**src/rtl/mac_accumulator_s2.sv**
```systemverilog
// mac_accumulator_s2: multiply-accumulate stage behind the stage-2 control FSM.
// Tags each address, multiplies the returned operands and emits one sum per pass.
module mac_accumulator_s2 #(
    parameter int DATA_W  = 8,
    parameter int N_TERMS = 36,
    parameter int ACC_W   = 22
) (
    input  logic                     clk,
    input  logic                     reset,
    input  logic                     busy_proc,
    input  logic [1:0]               dir,
    input  logic [5:0]               dir_counter,
    input  logic signed [DATA_W-1:0] a_data,
    input  logic signed [DATA_W-1:0] w_data,
    output logic [ACC_W-1:0]         result_data,
    output logic                     result_valid,
    output logic [1:0]               result_dir,
    output logic                     frame_done,
    output logic                     seq_err,
    output logic                     acc_busy
);

    localparam int PW = 2 * DATA_W;
    localparam logic [5:0] LAST_IDX = 6'(N_TERMS - 1);
    localparam logic [5:0] N_CNT    = 6'(N_TERMS);

    // stage T tag
    logic       t_v;
    logic [1:0] t_dir;
    logic       t_first;
    logic       t_last;

    // stage P tag and product
    logic             p_v;
    logic [1:0]       p_dir;
    logic             p_first;
    logic             p_last;
    logic [ACC_W-1:0] p_prod;

    // stage A state
    logic [ACC_W-1:0] acc;
    logic [5:0]       cnt;
    logic             pass_open;

    logic signed [PW-1:0] mul;
    logic [ACC_W-1:0]     prod_ext;
    logic [ACC_W-1:0]     acc_next;
    logic [5:0]           cnt_next;
    logic                 err_now;

    assign mul      = a_data * w_data;
    assign prod_ext = {{(ACC_W - PW){mul[PW-1]}}, mul};
    assign acc_next = p_first ? p_prod : acc + p_prod;
    assign cnt_next = p_first ? 6'd1 : cnt + 6'd1;
    assign err_now  = p_v & ((p_first & pass_open) |
                             (~p_first & ~pass_open) |
                             (p_last & (cnt_next != N_CNT)));
    assign acc_busy = pass_open | t_v | p_v;

    // Capture the address-phase tag while the operands are being read
    always_ff @(posedge clk) begin
        if (reset) begin
            t_v     <= 1'b0;
            t_dir   <= 2'd0;
            t_first <= 1'b0;
            t_last  <= 1'b0;
        end else begin
            t_v     <= busy_proc;
            t_dir   <= dir;
            t_first <= (dir_counter == 6'd0);
            t_last  <= (dir_counter == LAST_IDX);
        end
    end

    // Multiply the returned operands and advance the tag
    always_ff @(posedge clk) begin
        if (reset) begin
            p_v     <= 1'b0;
            p_dir   <= 2'd0;
            p_first <= 1'b0;
            p_last  <= 1'b0;
            p_prod  <= '0;
        end else begin
            p_v     <= t_v;
            p_dir   <= t_dir;
            p_first <= t_first;
            p_last  <= t_last;
            p_prod  <= prod_ext;
        end
    end

    // Accumulate, track the open pass and emit one result per pass
    always_ff @(posedge clk) begin
        if (reset) begin
            acc          <= '0;
            cnt          <= 6'd0;
            pass_open    <= 1'b0;
            result_data  <= '0;
            result_valid <= 1'b0;
            result_dir   <= 2'd0;
            frame_done   <= 1'b0;
            seq_err      <= 1'b0;
        end else begin
            result_valid <= 1'b0;
            frame_done   <= 1'b0;
            if (p_v) begin
                acc <= acc_next;
                cnt <= cnt_next;
                if (p_first) begin
                    pass_open <= 1'b1;
                end
                if (p_last) begin
                    pass_open    <= 1'b0;
                    result_data  <= acc_next;
                    result_dir   <= p_dir;
                    result_valid <= 1'b1;
                    frame_done   <= (p_dir == 2'd3);
                end
            end
            if (err_now) begin
                seq_err <= 1'b1;
            end
        end
    end

endmodule

```
**config.mk**
```make
export PLATFORM = sky130hd
export DESIGN_NAME = mac_accumulator_s2
export DESIGN_NICKNAME = d
export VERILOG_FILES = /design/src/rtl/mac_accumulator_s2.sv
export SDC_FILE = /design/constraint.sdc
export NUM_CORES = 1
export LEC_CHECK = 0
export CORE_AREA = 3 3 108 110
export DETAILED_ROUTE_END_ITERATION = 10
export DIE_AREA = 0 0 111 113
export GPL_TIMING_DRIVEN = 0
export HOLD_SLACK_MARGIN = 0.06
export PLACE_DENSITY_LB_ADDON = 0.05
export SYNTH_ARGS = -nofsm -noshare
export SYNTH_HDL_FRONTEND = slang
export SYNTH_SLANG_ARGS = --single-unit
```
**constraint.sdc**
```tcl
create_clock -name clk -period 10.45 [get_ports clk]
set_input_delay 2.09 -clock clk [delete_from_list [all_inputs] [get_ports clk]]
set_output_delay 2.09 -clock clk [all_outputs]
set_load 0.03 [all_outputs]
```
Yosys cells after proc, flatten, opt, wreduce, memory -nomap -nowiden --
Index checks and enable logic that the tools add are counted.
Word-level totals: register bits after elaboration 82, latch bits 0, RAM bits 0, memory bits (read-only) 0, input bits 27, logic and storage cells 46, memories kept 0
Cells by class: $add $sub $neg 2, $mul 1, div/mod/pow operators 0, magnitude comparators 0, equality and inequality tests 3, shift operators 0, muxes and demuxes 5, bitwise gates (word level) 12, reduce and logical (&&, ||, !) cells 6
Operators with widths (number):
- $add A22 B22 Y22 | 1
- $mux W22 | 1
- $mul A8 B8 Y16 | 1
- $add A6 B1 Y6 const B | 1
- $eq A6 B6 Y1 const B | 1
- $logic_not A6 Y1 | 1
- $mux W6 | 1
- $ne A6 B6 Y1 const B | 1
- $and A1 B1 Y1 | 4
- $not A1 Y1 | 4
- $or A1 B1 Y1 | 4
- $reduce_and A2 Y1 | 2
- $mux W1 | 3
- $reduce_or A3 Y1 | 1
- $eq A2 B2 Y1 const B | 1
- $reduce_bool A2 Y1 | 1
- $reduce_or A2 Y1 | 1

Logic depth before layout (Yosys ltp) --
word-level depth 6, depth in mapped cells 18, gate-level depth less buffers 18

Least setup slack after synthesis --
Ideal clock, no wire load.
path type input-to-reg, start input port a_data[7], end register p_prod[15] (netlist name), data arrival time 5646 ps, data required time 10322 ps, slack 4676 ps, cell stages on the path 17, cell sequence nand2_1 -> inv_1 -> fa_1 -> inv_1 -> fa_1 -> inv_1 -> fa_1 -> inv_1 -> fa_1 -> inv_1 -> ha_1 -> nand3_1 -> nand2_1 -> a41oi_1 -> a21oi_1 -> xnor2_1 -> nor2_1
Between the ends: longest elaborated chain between the ends 1
Ends and longest elaborated chain:
- start: declaration | RTL line 13 | input logic signed [DATA_W-1:0] a_data,
- $mul A8 B8 Y16 | RTL line 51 | assign mul = a_data * w_data;
Every way passes these cells. A chain may end at the register's enable or synchronous reset.

Final worst setup path --
start input port w_data[2], end register p_prod[15] (netlist name)
Between the ends: longest elaborated chain between the ends 1
Ends and longest elaborated chain:
- start: declaration | RTL line 14 | input logic signed [DATA_W-1:0] w_data,
- $mul A8 B8 Y16 | RTL line 51
Every way passes these cells.

==> run_results.csv <==
group,metric,value,unit
clock_tree,path_clk_slew,90,ps
setup_path,critPathArrivalTime,6620,ps
global_routing,grt_pass1_vias,5559,
setup_path,crit_top_cell,"inv_1",
synthesis,yosys.cell_count.top_type,"inv_1",
detailed_routing,detail_route.wl_per_cell,15.9,um
sta,fin_skew,8.65,ps
setup_path,critPathCaptureType,"register",
outcome,status,"completed",
synthesis,synthTopCellsByArea,"dfxtp_1, fa_1, ha_1",
global_routing,antenna_found_initial,0,
clock_tree,clock-sinks,82,
finish,final_layout_size_suffix_gt1_share,4.59,%
pwr,pwr_density_cell,177,nW/um2
pwr,p_leak,3.21,nW
sta,holdWs,443,ps
detailed_routing,first_iter_violations,262,
placement,place_ws,3650,ps
setup_path,worstSetupStartpointType,"input port",
global_routing,grt_usage,25.2,%
finish,n_fill_cell,907,
synthesis,synth_edf_count,0,
floorplan,dieArea,12500,um2
clock_tree,cts_tree,"yes",
sta,finalSetupViolations,0,
floorplan,ioPinCount,55,
finish,areaGrowthSynthToFinish,13.9,%
synthesis,yosysWarningCount,0,
clock_tree,htree_levels,3,
detailed_routing,route.detailed.drc,0,
synthesis,ys.flop_type,"dfxtp_1",
clock_tree,post_cts_resized,0,
finish,final_nets,935,
global_routing,grt_max_degree,16,
synthesis,synth_top_area_share,25.5,%
finish,diodes,0,
clock_tree,clk_latency,380,ps
floorplan,initial_core_util,59.7,%
global_routing,grt_pass1_wl,25800,um
flow_run,max_cap_viol_count,0,
sta,hold_viol,0,
detailed_routing,viasPerCell,5.58,
clock_tree,ctsRootBufferMaster,"clkbuf_8",
placement,dp_cells,930,
finish,utilization,68.0,%
detailed_routing,final_antenna_net_count,0,
synthesis,async_flop_share,0,%
floorplan,die_x,111,um
sta,min_period,6380,ps
floorplan,core,10800,um2
pwr,ir_drop,0.0000911,V
synthesis,syn_inst,736,
finish,seqCellArea,1640,um2
setup_path,crit_slowest_cell,"fa_1",
floorplan,rows,38,
setup_path,cpPeakStageDelay,650,ps
synthesis,ys_seq_elements,82,
synthesis,yosysTopAreaCell,"dfxtp_1",
worst_hold_path,hp-class,"reg -> reg",
placement,dp_hpwl,11800,um
setup_path,required,10690,ps
synthesis,synth_top_cells_by_count,"inv_1, dfxtp_1, nor2_1",
synthesis,synthesis.nets,870,
sta,finalMaxSlewViolations,0,
floorplan,die_y,113,um
finish,multi_input_comb_area,4350,um2
synthesis,netlist_area,6450,um2
global_routing,grt_overflow,0,
sta,fin_tns_setup,0,ps
detailed_routing,num_vias,5277,
detailed_routing,first_pass_iters,5,
placement,io_buffers,54,
setup_path,worstPathMaxFanout,8,
sta,timing.fmax,157,MHz
setup_path,crit_chain,"clkdlybuf4s50_1 -> nand2_1 -> inv_1 -> fa_1 -> inv_1 -> fa_1 -> inv_1 -> fa_1 -> inv_1 -> fa_1 -> inv_1 -> ha_1 -> nand3_1 -> nand2_1 -> a41oi_1 -> a21oi_1 -> xnor2_1 -> nor2_1",
sta,grt_setup_unrepaired,"no",
finish,layout.cells.non_filler,946,
clock_tree,clk_path_buf_depth,2,
synthesis,syn_avg_cell_area,8.76,um2
synthesis,synth-seq-area-share,25.5,%
sta,worst_slew_pin_slew,796,ps
sta,slew_headroom,46.9,%
synthesis,yosys.cell_types.count,58,
setup_path,crit_type,"in -> reg",
clock_tree,hold_buffers,0,
sta,period_share,61.1,%
clock_tree,postCtsSetupRepairBufs,0,
sta,layout_setup_ws,4070,ps
placement,gp_congestion,0.968,
clock_tree,numCtsBuffers,9,
detailed_routing,drt_wl_total,15100,um
-- cells by family (layout without fill, tap and decap cells) --
group | after synthesis | after routing | share of synthesized area, %
AO/OA/AOI/OAI | 154 | 154 | 16.1
XOR/XNOR | 31 | 31 | 4.21
adder cells (fa/ha/maj) | 107 | 107 | 27.3
buffers and inverters | 115 | 185 | 6.99
flip-flops | 82 | 82 | 25.5
multiplexers | 13 | 13 | 2.04
AND/OR/NAND/NOR | 234 | 234 | 17.9
-- worst max-delay path: cells and delay by family --
kind	cells	cell delay [ps]
XOR/XNOR	1	190
buffers and inverters	6	940
AND/OR/NAND/NOR	4	420
AO/OA/AOI/OAI	2	380
adder cells (fa/ha/maj)	5	2600
-- report_power, final --
group | leakage, nW | switching (mW) | total [mW] | internal, mW
Combinational | 2.44 | 0.402 | 0.712 | 0.310
Clock | 0.0939 | 0.129 | 0.217 | 0.0883
Sequential | 0.669 | 0.0234 | 0.367 | 0.343
-- state kept, by name (all words and copies together), names as in the netlist, 2 cells and up --
name         cells
p_prod          16
cnt              6
t_dir            2
result_dir       2
result_data     22
acc             22
p_dir            2
-- worst paths after layout --
path / from / end / slack [ps] / cells after the start
min reg2reg: t_dir[0] / p_dir[0] / 440 / 1
max: w_data[2] / p_prod[15] / 4070 / 18
min: t_dir[0] / p_dir[0] / 440 / 1
max reg2reg: p_prod[0] / acc[18] / 7560 / 11
-- per-layer routing --
| layer | wire, um | GRT usage, % | vias up |
|---|---|---|---|
| met5 | 0 | 0 | - |
| met4 | 389 | 11.8 | 0 |
| met3 | 573 | 2.73 | 28 |
| met2 | 7660 | 46.7 | 132 |
| met1 | 6430 | 29.3 | 2556 |
| li1 | - | - | 2561 |
-- layout make-up --
cell class                      instances  share of cell area [%]
Multi-Input combinational cell        539                    59.3
Sequential cell                        82                    22.4
Timing Repair Buffer                   54                    7.36
Inverter                               91                    4.65
Tap cell                              140                    2.39
Clock buffer                            9                    1.69
Buffer                                 24                    1.48
Clock inverter                          7                   0.733
-- cell usage in the layout, fill, tap and decap left out, drive strengths merged, types with 5 or more instances in the layout --
master          n
xnor2          17
and2           45
and3            6
o21ai          41
nand2          52
nor3            9
ha             51
a211oi         15
nor2           67
buf             6
clkdlybuf4s50  54
nand2b          7
o21a            7
nand3           8
nor2b          27
a21o            9
mux2i          12
dfxtp          82
inv            93
clkinv          5
xor2           14
a21oi          41
fa             56
a22o            9
clkbuf         27
-- metrics by stage --
step,instance area (um2),power (mW)
after floorplan,6450,0.931
after global placement,7160,1.04
after detailed placement,7160,1.08
after CTS,7340,1.30
after global routing,7340,1.42
final,7340,1.30
Power figures use the tool's default switching activity.
